`src/rtl/cond_flag_unit.sv`:
```
// Purpose : holds NZCV flags, evaluates the condition field and gates PCSrc/RegWrite/MemWrite.
// Latency : CondEx combinational; flags and SkipCount update at the edge; enables +1 cycle if REG_OUT.
// Backpres: Stall freezes flags, SkipCount and registered enables; Flush squashes without counting.
//
// Ports
//   CLK, RESET            rising-edge clock, asynchronous active-high reset
//   Cond                  condition field of the current instruction
//   ALUFlags              {N,Z,C,V} produced by the ALU for the current instruction
//   FlagW                 [1] writes N,Z  [0] writes C,V
//   PCS/RegW/MemW         ungated write intents from decode
//   NoWrite               compare-class op, never writes the register file
//   Stall, Flush          pipeline hold / squash
//   PCSrc/RegWrite/MemWrite gated write-enables
//   CondEx                condition passed and not flushed
//   Flags, Carry          architectural flag register and its C bit
//   SkipCount             saturating count of condition-failed instructions
module cond_flag_unit #(
    parameter int CNT_W   = 16,
    parameter bit REG_OUT = 1'b0
) (
    input  logic             CLK,
    input  logic             RESET,
    input  logic [3:0]       Cond,
    input  logic [3:0]       ALUFlags,
    input  logic [1:0]       FlagW,
    input  logic             PCS,
    input  logic             RegW,
    input  logic             MemW,
    input  logic             NoWrite,
    input  logic             Stall,
    input  logic             Flush,
    output logic             PCSrc,
    output logic             RegWrite,
    output logic             MemWrite,
    output logic             CondEx,
    output logic [3:0]       Flags,
    output logic             Carry,
    output logic [CNT_W-1:0] SkipCount
);

    // ------------------------------------------------------------------
    // Architectural flag register, layout {N,Z,C,V}
    // ------------------------------------------------------------------
    logic [3:0] flags_q;
    logic       flag_n;
    logic       flag_z;
    logic       flag_c;
    logic       flag_v;

    assign flag_n = flags_q[3];
    assign flag_z = flags_q[2];
    assign flag_c = flags_q[1];
    assign flag_v = flags_q[0];

    // ------------------------------------------------------------------
    // Condition evaluation. Only the registered flags are used: an
    // instruction never sees the flags produced by itself, which matches
    // the architectural ordering of a single-issue pipeline.
    // ------------------------------------------------------------------
    logic cond_pass;

    always_comb begin
        cond_pass = 1'b0;
        unique case (Cond)
            4'b0000: cond_pass = flag_z;                          // EQ
            4'b0001: cond_pass = ~flag_z;                         // NE
            4'b0010: cond_pass = flag_c;                          // CS/HS
            4'b0011: cond_pass = ~flag_c;                         // CC/LO
            4'b0100: cond_pass = flag_n;                          // MI
            4'b0101: cond_pass = ~flag_n;                         // PL
            4'b0110: cond_pass = flag_v;                          // VS
            4'b0111: cond_pass = ~flag_v;                         // VC
            4'b1000: cond_pass = flag_c & ~flag_z;                // HI
            4'b1001: cond_pass = ~flag_c | flag_z;                // LS
            4'b1010: cond_pass = ~(flag_n ^ flag_v);              // GE
            4'b1011: cond_pass = flag_n ^ flag_v;                 // LT
            4'b1100: cond_pass = ~flag_z & ~(flag_n ^ flag_v);    // GT
            4'b1101: cond_pass = flag_z | (flag_n ^ flag_v);      // LE
            4'b1110: cond_pass = 1'b1;                            // AL
            4'b1111: cond_pass = 1'b0;                            // NV
            default: cond_pass = 1'b0;
        endcase
    end

    // A flushed instruction behaves exactly like a failed condition for
    // every side effect, but it is not a real skip so it is not counted.
    logic cond_ex;
    assign cond_ex = cond_pass & ~Flush;

    // ------------------------------------------------------------------
    // Gated write-enables before the optional output register
    // ------------------------------------------------------------------
    logic pcsrc_c;
    logic regwrite_c;
    logic memwrite_c;

    assign pcsrc_c    = PCS & cond_ex;
    assign regwrite_c = RegW & ~NoWrite & cond_ex;
    assign memwrite_c = MemW & cond_ex;

    // ------------------------------------------------------------------
    // Flag update. The two halves are enabled independently so that
    // e.g. a logical op with S set can update N,Z while preserving C,V.
    // ------------------------------------------------------------------
    logic flag_upd;
    assign flag_upd = cond_ex & ~Stall;

    always_ff @(posedge CLK or posedge RESET) begin
        if (RESET) begin
            flags_q <= 4'b0000;
        end else if (flag_upd) begin
            if (FlagW[1]) begin
                flags_q[3:2] <= ALUFlags[3:2];
            end
            if (FlagW[0]) begin
                flags_q[1:0] <= ALUFlags[1:0];
            end
        end
    end

    // ------------------------------------------------------------------
    // Skip counter: counts genuine condition failures only (Flush and
    // Stall excluded). Saturates so a long debug run never wraps to a
    // misleadingly small number.
    // ------------------------------------------------------------------
    logic [CNT_W-1:0] skip_q;
    logic             skip_inc;
    logic             skip_sat;

    assign skip_inc = ~Stall & ~Flush & ~cond_pass;
    assign skip_sat = &skip_q;

    always_ff @(posedge CLK or posedge RESET) begin
        if (RESET) begin
            skip_q <= '0;
        end else if (skip_inc && !skip_sat) begin
            skip_q <= skip_q + {{(CNT_W-1){1'b0}}, 1'b1};
        end
    end

    // ------------------------------------------------------------------
    // Optional output register for the gated enables. When present the
    // enables follow their instruction by one cycle and hold across a
    // stall, so the consumer sees a stable enable for the whole hold.
    // ------------------------------------------------------------------
    generate
        if (REG_OUT) begin : g_reg_out
            logic pcsrc_q;
            logic regwrite_q;
            logic memwrite_q;

            always_ff @(posedge CLK or posedge RESET) begin
                if (RESET) begin
                    pcsrc_q    <= 1'b0;
                    regwrite_q <= 1'b0;
                    memwrite_q <= 1'b0;
                end else if (!Stall) begin
                    pcsrc_q    <= pcsrc_c;
                    regwrite_q <= regwrite_c;
                    memwrite_q <= memwrite_c;
                end
            end

            assign PCSrc    = pcsrc_q;
            assign RegWrite = regwrite_q;
            assign MemWrite = memwrite_q;
        end else begin : g_comb_out
            assign PCSrc    = pcsrc_c;
            assign RegWrite = regwrite_c;
            assign MemWrite = memwrite_c;
        end
    endgenerate

    // ------------------------------------------------------------------
    // Remaining outputs
    // ------------------------------------------------------------------
    assign CondEx    = cond_ex;
    assign Flags     = flags_q;
    assign Carry     = flags_q[1];
    assign SkipCount = skip_q;

endmodule

```
`config.mk`:
```
export PLATFORM = sky130hd
export DESIGN_NAME = cond_flag_unit
export DESIGN_NICKNAME = d
export VERILOG_FILES = /design/src/rtl/cond_flag_unit.sv
export SDC_FILE = /design/constraint.sdc
export NUM_CORES = 1
export LEC_CHECK = 0
export ABC_AREA = 1
export BUFFER_PORTS_ARGS = -buffer_cell sky130_fd_sc_hd__buf_2
export CORE_ASPECT_RATIO = 0.9
export CORE_UTILIZATION = 40
export DETAILED_ROUTE_END_ITERATION = 7
export PLACE_DENSITY_LB_ADDON = 0.15
export SKIP_LAST_GASP = 1
export SLEW_MARGIN = 15
export SYNTH_ARGS = -nofsm -noshare
export SYNTH_HDL_FRONTEND = slang
export SYNTH_SLANG_ARGS = --single-unit
```
`constraint.sdc`:
```
create_clock -name CLK -period 3.85 [get_ports CLK]
set_input_delay 0.77 -clock CLK [delete_from_list [all_inputs] [get_ports CLK]]
set_output_delay 0.77 -clock CLK [all_outputs]
set_load 0.05 [all_outputs]
```
==> run summary, run 1 <==
area delta synth->final: 20.2%
crit end category: primary output
CTS max path bufs: 2
Synth area leaders: dfrtp_1, nand2_1, nand4_1, xor2_1, inv_1
# resized after CTS: 0
yosys warns: 0
maximum vdd drop: 0.324 mV
final core utilization: 0.505
WL/cell: 10.6 um
ANT cells: 0
skew final: 0.00346 ns
Yosys top cell area share: 0.350
run status: finished clean
leakage: 0.936 nW
Finished Cell Area: 0.00172 sq mm
initial drt markers: 61
CP Launch Type: input port
# setup viols final: 0
Post-Syn Nets: 223
Gate power share: 0.468
Synth Cell Area: 0.00143 sq mm
TritonRoute pass-1 iters: 4
library cells used by synthesis: 28
clock share of power: 0.184
input/output buffers: 42
Synth Register Bits: 20
Setup Buffers After CTS: 0
CP required: 3.08 ns
root buffer cell: clkbuf_8
Worst EP arrival: 2.22 ns
TritonCTS clock tree: done
H-tree levels: 1
Worst-path clk slew: 0.07 ns
max frequency: 335 MHz
Seq pwr share: 0.348
post-layout minimum cycle time: 2.99 ns
initial antenna violation count: 0
Die ar.: 0.00382 sq mm
# rows: 20
PwrDens: 494 mW/mm^2
area leader, netlist: dfrtp_1
worst min-delay path class: reg -> reg
GRT Resource Usage Total: 0.176
initial core utilization: 0.420
dpl hpwl: 2360 um
Residual DRC: 0
Sw Ratio: 0.483
worst-path maximum fanout: 19
GPL Wtd Cong: 0.855
NetSw: 0.000411 W
fill count: 374
endpoints failing hold: 0
DR vias: 1396
Most used DFF post-synth: dfrtp_1
DR vias/cell: 4.83
first-pass GRT wire length: 5200 um
Post-Route WL: 3060 um
clock latency at the later pin of the worst-skew pair: 0.25 ns
Die H: 58.7 um
Num CTS Buffers: 3
Crit Path Category: in -> out
fraction of layout cells with a size suffix above 1: 0.237
setup TNS: 0 ns
worst rel slew slack: 0.524
max-cap viol count: 0
sequential fraction of the synthesis area: 0.350
GR Overflow Total: 0
slew of the pin with the lowest slew margin: 0.714 ns
Die Width: 65 um
Mapped Cells: 204
RSZ-0062 raised after global routing: false
internal power: 0.000439 W
crit share post-route: 0.776
CORE AREA: 0.00340 sq mm
synthesized area per cell: 7.00 sq um
maximum number of pins on one net before global-route repair: 25
vias in the first global route: 1181
Final Slew Violations: 0
top-count cell post-synth: nand2_1
CTS Sinks: 20
Synth top cells by count: nand2_1, nand4_1, dfrtp_1, inv_1, nand3_1
Post-layout nets: 265
IO Count: 43
Async S/R FF share, synth: 1.00
Hold Buf Count CTS: 0
DP Area: 0.00166 sq mm
ANT nets after route: 0
Tot Pwr: 0.000849 W
Post-synth EDFFs: 0
[worst paths after layout]
path | startpoint | endpoint | slack, ns | cells after the start
setup / recovery | Cond[1] | RegWrite | 0.86 | 13
hold / removal | SkipCount[3]$_DFFE_PP0P_ | SkipCount[3]$_DFFE_PP0P_ | 0.53 | 2
setup reg to reg | SkipCount[0]$_DFFE_PP0P_ | SkipCount[7]$_DFFE_PP0P_ | 1.88 | 9
hold reg to reg | SkipCount[3]$_DFFE_PP0P_ | SkipCount[3]$_DFFE_PP0P_ | 0.53 | 2
max in group asynchronous | RESET | SkipCount[11]$_DFFE_PP0P_ | 2.78 | 2
min in group asynchronous | RESET | SkipCount[9]$_DFFE_PP0P_ | 0.62 | 2
[layout make-up]
class	instances	area, sq um	share of cell area
multi-input cells	155	803	0.468
inverters	23	86.3	0.0503
repair buffers	43	218	0.127
well taps	44	55.1	0.0320
flip-flops and latches	20	500	0.291
clock buffers	4	55.1	0.0320
[per-layer routing]
layer / routed length (um) / up-vias / global-route usage
met5: 0 / - / 0
met4: 29 / 0 / 0.0476
met3: 130 / 4 / 0.0271
met2: 1270 / 36 / 0.262
met1: 1630 / 601 / 0.263
li1: - / 755 / -
[worst max-delay path, cell delays in order]
cell and delay (ns):
buf_2 0.14, nor3_1 0.22, nand2_1 0.07, nand2_1 0.06
nand2_1 0.04, nand3_1 0.08, nand2_2 0.07, nand2_4 0.09
nand2_8 0.11, nor2_2 0.15, nand2_1 0.06, nor2_1 0.07
buf_2 0.26
[state kept, by name, summed over array words and instances, names as in the netlist]
name,flops
Flags,4
SkipCount,16
[power by group through the flow]
stage | combinational [W] | sequential, W | clock [W]
6_report | 0.000397 | 0.000295 | 0.000157
4_1_cts | 0.000401 | 0.000295 | 0.000160
3_5_place_dp | 0.000400 | 0.000300 | 0
2_1_floorplan | 0.000200 | 0.000418 | 0
3_3_place_gp | 0.000400 | 0.000300 | 0
5_1_grt | 0.000437 | 0.000303 | 0.000167
[cell families (layout without fill, tap and decap cells)]
kind of cell	after synthesis	count (layout)	synth area share
simple gates	136	136	0.454
buf+inv	29	70	0.0876
flops	20	20	0.350
xor+xnor	13	13	0.0797
compound gates	5	5	0.0193
fa+ha+maj	1	1	0.00876
[layout by cell type (no fill, tap or decap), types with 2 or more instances in the layout]
cell,n
inv_1,17
nand2_1,72
buf_2,42
xor2_1,11
nand4_1,23
nand2_2,2
nor2_1,11
xnor2_1,2
clkbuf_8,4
clkinv_1,2
nor3_1,8
inv_2,4
dfrtp_1,20
a21oi_1,2
nand3_1,12
nor2_2,2
[stage by stage]
step / hold slack (ns) / std cells / setup slack (ns)
6_report: 0.527 / 289 / 0.861
5_1_grt: 0.554 / 289 / 0.705
4_1_cts: 0.529 / 289 / 0.847
3_5_place_dp: 0.511 / 285 / 0.850
3_3_place_gp: 0.510 / 285 / 0.866
2_1_floorplan: 0.734 / 204 / 0.389
No activity file was read; power rests on OpenSTA's default activity.
==> run 2: changes to the inputs <==
Clock period 3.85 ns to 3.05 ns, I/O delays scaled along.
==> run summary, run 2 (same netlist as run 1, synthesis figures left out) <==
WL/cell: 11.6 um (+9.2%)
Die Width: 65 um (unchanged)
register-to-register setup slack: 1.04 ns (-0.84 ns)
CP Launch Point: Cond[1]
CP required: 2.44 ns (-0.64 ns)
maximum vdd drop: 0.357 mV (+10%)
Crit Path Category: in -> out
endpoints failing hold: 0 (unchanged)
CTS max path bufs: 2 (unchanged)
Post-Route WL: 3340 um (+9.2%)
crit end category: primary output
worst-path maximum fanout: 19 (unchanged)
Worst-path clk slew: 0.08 ns (about the same)
placed cells: 285 (unchanged)
worst min-delay path class: in -> async
Post-layout nets: 265 (unchanged)
ANT nets after route: 0 (unchanged)
Final Slew Violations: 0 (unchanged)
commonest cells after routing, fill and taps aside: nand2_1, buf_2, nand4_1
leakage: 0.943 nW (+0.71%)
setup TNS: 0 ns (unchanged)
DR vias: 1433 (+2.7%)
worst rel slew slack: 0.490 (-0.0331)
input/output buffers: 42 (unchanged)
slew of the pin with the lowest slew margin: 0.764 ns (+0.0496 ns)
max frequency: 371 MHz
# resized after CTS: 0 (unchanged)
Die ar.: 0.00382 sq mm (unchanged)
max-cap viol count: 0 (unchanged)
initial core utilization: 0.420 (unchanged)
clock latency at the later pin of the worst-skew pair: 0.26 ns (about the same)
r2r endpoint: SkipCount[10]$_DFFE_PP0P_
dpl hpwl: 2470 um (+4.6%)
fraction of layout cells with a size suffix above 1: 0.241 (+0.00408)
worst reg2reg path startpoint: SkipCount[0]$_DFFE_PP0P_
IO Count: 43 (unchanged)
Hold Buf Count CTS: 0 (unchanged)
initial antenna violation count: 0 (unchanged)
max FFs per register: 16 (unchanged)
critical path's slowest cell: buf_2
H-tree levels: 1 (unchanged)
TritonCTS clock tree: done
CP top delay family: simple AND/OR/NAND/NOR gates
CTS Sinks: 20 (unchanged)
vias in the first global route: 1246 (+5.5%)
Setup Buffers After CTS: 0 (unchanged)
CORE AREA: 0.00340 sq mm (unchanged)
Setup crit end: RegWrite
area delta synth->final: 21.5%
# setup viols final: 0 (unchanged)
initial drt markers: 73 (+20%)
first-pass GRT wire length: 5640 um (+8.6%)
Post-Layout Cell Count: 289 (unchanged)
Most Frequent Cell on Critical Path: nand2_1
GRT Resource Usage Total: 0.195 (+0.0193)
CP Launch Type: input port
GR Overflow Total: 0 (unchanged)
Largest stage delay, worst path: 0.25 ns (about the same)
maximum number of pins on one net before global-route repair: 25 (unchanged)
critical-path cell list: buf_2 -> nor3_1 -> nand2_1 -> nand2_1 -> nand2_1 -> nand3_1 -> nand2_2 -> nand2_4 -> nand2_8 -> nor2_2 -> nand2_1 -> nor2_2 -> buf_2
DR vias/cell: 4.96 (+2.7%)
Worst EP arrival: 2.08 ns (-0.14 ns)
Critical path buffers and inverters: 2 (unchanged)
GPL Wtd Cong: 0.839 (-1.9%)
crit share post-route: 0.883
ANT cells: 0 (unchanged)
# rows: 20 (unchanged)
post-layout minimum cycle time: 2.69 ns
PwrDens: 661 mW/mm^2 (+34%)
root buffer cell: clkbuf_8
Die H: 58.7 um (unchanged)
Hold WS: 0.471 ns (-0.0554 ns)
Residual DRC: 0 (unchanged)
run status: finished clean
commonest non-fill, non-tap cell in the layout: nand2_1
Critical Path Stages: 13 (unchanged)
cell count of the worst reg-to-reg path: 9 (unchanged)
Finished Cell Area: 0.00174 sq mm (+1.1%)
Num CTS Buffers: 3 (unchanged)
RSZ-0062 raised after global routing: false
TritonRoute pass-1 iters: 5 (+1)
skew final: 0.00631 ns (+0.00285 ns)
DP Area: 0.00167 sq mm (+0.15%)
run 2: cell count changes in the layout (fill, tap and decap cells not counted):
cell / before / now
nor2_1: 11 / 10
nor2_2: 2 / 3
clkbuf_8: 4 / 3
bufinv_16: 0 / 1
run 2: per-layer routing:
layer | track usage | part of all wire | up-vias
met4 | 0.0730 | 0.012 | 0
met2 | 0.296 | 0.41 | 38
met3 | 0.0388 | 0.055 | 5
li1 | - | - | 752
met5 | 0 | 0 | -
met1 | 0.274 | 0.52 | 638
run 2: area by class of cell:
| class | instances | area, sq um |
|---|---|---|
| fillers | 358 | 1670 |
| multi-input cells | 155 | 806 |
| flip-flops and latches | 20 | 500 |
| repair buffers | 43 | 218 |
| inverters | 23 | 86.3 |
| well taps | 44 | 55.1 |
| clock buffers | 3 | 41.3 |
| clock inverters | 1 | 30.0 |
run 2: how the worst min path moves through the flow:
stage | from | to | slack [ns] | depth (start not counted)
detailed placement | SkipCount[14]$_DFFE_PP0P_ | SkipCount[14]$_DFFE_PP0P_ | 0.51 | 2
global route | RESET | SkipCount[9]$_DFFE_PP0P_ | 0.55 | 2
global placement | SkipCount[14]$_DFFE_PP0P_ | SkipCount[14]$_DFFE_PP0P_ | 0.51 | 2
finish | RESET | SkipCount[7]$_DFFE_PP0P_ | 0.47 | 2
CTS | RESET | SkipCount[7]$_DFFE_PP0P_ | 0.50 | 2
floorplan | RESET | Flags[0]$_DFFE_PP0P_ | 0.57 | 1
run 2: report_power, final:
group | switching, W | internal, W | total, W
Combinational | 0.000378 | 0.000128 | 0.000506
Sequential | 0.0000642 | 0.000310 | 0.000374
Clock | 0.0000926 | 0.000175 | 0.000268
Total | 0.000535 | 0.000614 | 0.00115
run 2: metrics by stage:
step / power, W / utilization / setup WS [ns]
final: 0.00115 / 0.510 / 0.357
after global routing: 0.00123 / 0.510 / 0.139
after CTS: 0.00116 / 0.510 / 0.353
after detailed placement: 0.000887 / 0.489 / 0.350
after global placement: 0.000884 / 0.489 / 0.389
after floorplan: 0.000781 / - / -0.195
==> run 3: changes to the inputs <==
Clock period 3.05 ns to 2.4 ns, I/O delays scaled along.
==> run summary, run 3 (same netlist as run 1, synthesis figures left out) <==
run status: finished clean
initial core utilization: 0.420 (unchanged)
CTS Sinks: 20 (unchanged)
Post-Route WL: 3290 um (-1.7%)
clock share of power: 0.178 (-0.055)
fill count: 354 (-1.1%)
ANT cells: 0 (unchanged)
DP Area: 0.00171 sq mm (+2.9%)
slew of the pin with the lowest slew margin: 0.733 ns (-0.0307 ns)
Worst-path clk slew: 0.07 ns (about the same)
max frequency: 440 MHz
cell count of the worst reg-to-reg path: 9 (unchanged)
Die Width: 65 um (unchanged)
worst min-delay path class: in -> async
dpl hpwl: 2420 um (-2.1%)
root buffer cell: clkbuf_8
RSZ-0062 raised after global routing: true
internal power: 0.000742 W (+21%)
PwrDens: 794 mW/mm^2 (+20%)
worst-path maximum fanout: 5 (-14)
initial antenna violation count: 0 (unchanged)
WL/cell: 11.3 um (-2.7%)
crit end category: primary output
GPL Wtd Cong: 0.827 (-1.3%)
IO Count: 43 (unchanged)
GR Overflow Total: 0 (unchanged)
Place WS: 0.00917 ns (-0.341 ns)
maximum vdd drop: 0.384 mV (+7.3%)
r2r endpoint: SkipCount[0]$_DFFE_PP0P_
worst reg2reg path startpoint: SkipCount[0]$_DFFE_PP0P_
# setup viols final: 0 (unchanged)
CP required: 1.92 ns (-0.52 ns)
clock latency at the later pin of the worst-skew pair: 0.26 ns (about the same)
post-layout minimum cycle time: 2.27 ns
NetSw: 0.000695 W (+30%)
endpoints failing hold: 0 (unchanged)
TritonCTS clock tree: done
DR vias/cell: 4.86 (-2.0%)
TritonRoute pass-1 iters: 4 (-1)
Reg area: 505 sq um (+1.0%)
CTS max path bufs: 2 (unchanged)
Worst EP arrival: 1.79 ns (-0.29 ns)
Num CTS Buffers: 3 (unchanged)
max FFs per register: 16 (unchanged)
input/output buffers: 42 (unchanged)
initial drt markers: 47 (-36%)
Tot Pwr: 0.00144 W (+25%)
leakage: 0.956 nW (+1.4%)
Gate power share: 0.485 (+0.044)
Die ar.: 0.00382 sq mm (unchanged)
Final Slew Violations: 0 (unchanged)
ANT nets after route: 0 (unchanged)
CORE AREA: 0.00340 sq mm (unchanged)
slack of the critical path: 0.126 ns (-0.231 ns)
worst rel slew slack: 0.511 (+0.0205)
crit share post-route: 0.948
# rows: 20 (unchanged)
first-pass GRT wire length: 5530 um (-2.1%)
maximum number of pins on one net before global-route repair: 25 (unchanged)
Sw Ratio: 0.484 (+0.0180)
Residual DRC: 0 (unchanged)
register-to-register setup slack: 0.39 ns (-0.65 ns)
commonest non-fill, non-tap cell in the layout: nand2_1
commonest cells after routing, fill and taps aside: nand2_1, buf_2, nand4_1
CP Launch Type: flip-flop
fraction of layout cells with a size suffix above 1: 0.302 (+0.0616)
max-cap viol count: 0 (unchanged)
multi-input combinational cell area: 847 sq um (+5.1%)
area delta synth->final: 26.6%
vias in the first global route: 1274 (+2.2%)
Crit Path Category: reg -> out
H-tree levels: 1 (unchanged)
DR vias: 1419 (-0.98%)
GRT Resource Usage Total: 0.186 (-0.00895)
Post-layout nets: 268 (+1.1%)
Finished Cell Area: 0.00181 sq mm (+4.2%)
skew final: 0.00144 ns (-0.00488 ns)
Die H: 58.7 um (unchanged)
Seq pwr share: 0.336 (+0.010)
[run 3: cell types whose count changed in the layout (fill, tap and decap cells not counted), sizes merged]
cell,previous run,this run
bufinv,1,0
buf,43,46
clkbuf,3,4
[run 3: final cells by class]
class / count / share of cell area
tap: 44 / 0.0304
inverter: 23 / 0.0484
multi-input combinational: 155 / 0.468
timing repair buffer: 46 / 0.143
clock buffer: 4 / 0.0304
sequential: 20 / 0.279
[run 3: power groups by stage]
| stage | clock, W | combinational, W | sequential [W] |
|---|---|---|---|
| finish | 0.000256 | 0.000697 | 0.000483 |
| global route | 0.000277 | 0.000764 | 0.000492 |
| CTS | 0.000267 | 0.000674 | 0.000482 |
| detailed placement | 0 | 0.000670 | 0.000489 |
| global placement | 0 | 0.000663 | 0.000487 |
| floorplan | 0 | 0.000334 | 0.000680 |
[run 3: how the worst max path moves through the flow]
stage	startpoint	slack (ns)	endpoint	cells after the start
2_1_floorplan	Flags[0]$_DFFE_PP0P_	-0.04	RegWrite	11
3_3_place_gp	Cond[0]	0.04	RegWrite	13
3_5_place_dp	Cond[0]	0.009	RegWrite	13
4_1_cts	Flags[0]$_DFFE_PP0P_	0.02	RegWrite	14
5_1_grt	Flags[3]$_DFFE_PP0P_	-0.009	RegWrite	14
6_report	Flags[0]$_DFFE_PP0P_	0.13	RegWrite	14
[run 3: routing by layer]
metal	track usage	share of wire
met1	0.251	0.48
met5	0	0
met2	0.308	0.46
met3	0.0174	0.042
met4	0.0762	0.016
[run 3: what timing repair did]
| action | in CTS | in global routing |
|---|---|---|
| setup buffers | 0 | 2 |
| setup endpoints to repair | 3 | 4 |
| pin swaps | 0 | 6 |
| endpoints found under the hold margin | 0 | 0 |
| resized for setup | 3 | 6 |
| hold buffers | 0 | 0 |
[run 3: stage by stage]
stage	utilization	TNS (ns)	hold slack, ns	instances
CTS	0.522	0	0.367	290
global placement	0.504	0	0.510	286
global route	0.532	-0.00862	0.417	292
floorplan	-	-0.0884	0.444	204
finish	0.532	0	0.333	292
detailed placement	0.504	0	0.519	286
[run 3: worst max-delay path, stage by stage (launching register included)]
cell and delay (ns):
dfrtp_2 0.44, inv_2 0.08, nand2_2 0.05, nand2_1 0.08
nand2_1 0.06, nand2_1 0.05, nand2_1 0.04, nand3_1 0.08
nand2_2 0.07, nand2_4 0.09, nand2_8 0.05, nor2_4 0.11
nand2_2 0.08, nor2_4 0.08, buf_6 0.16
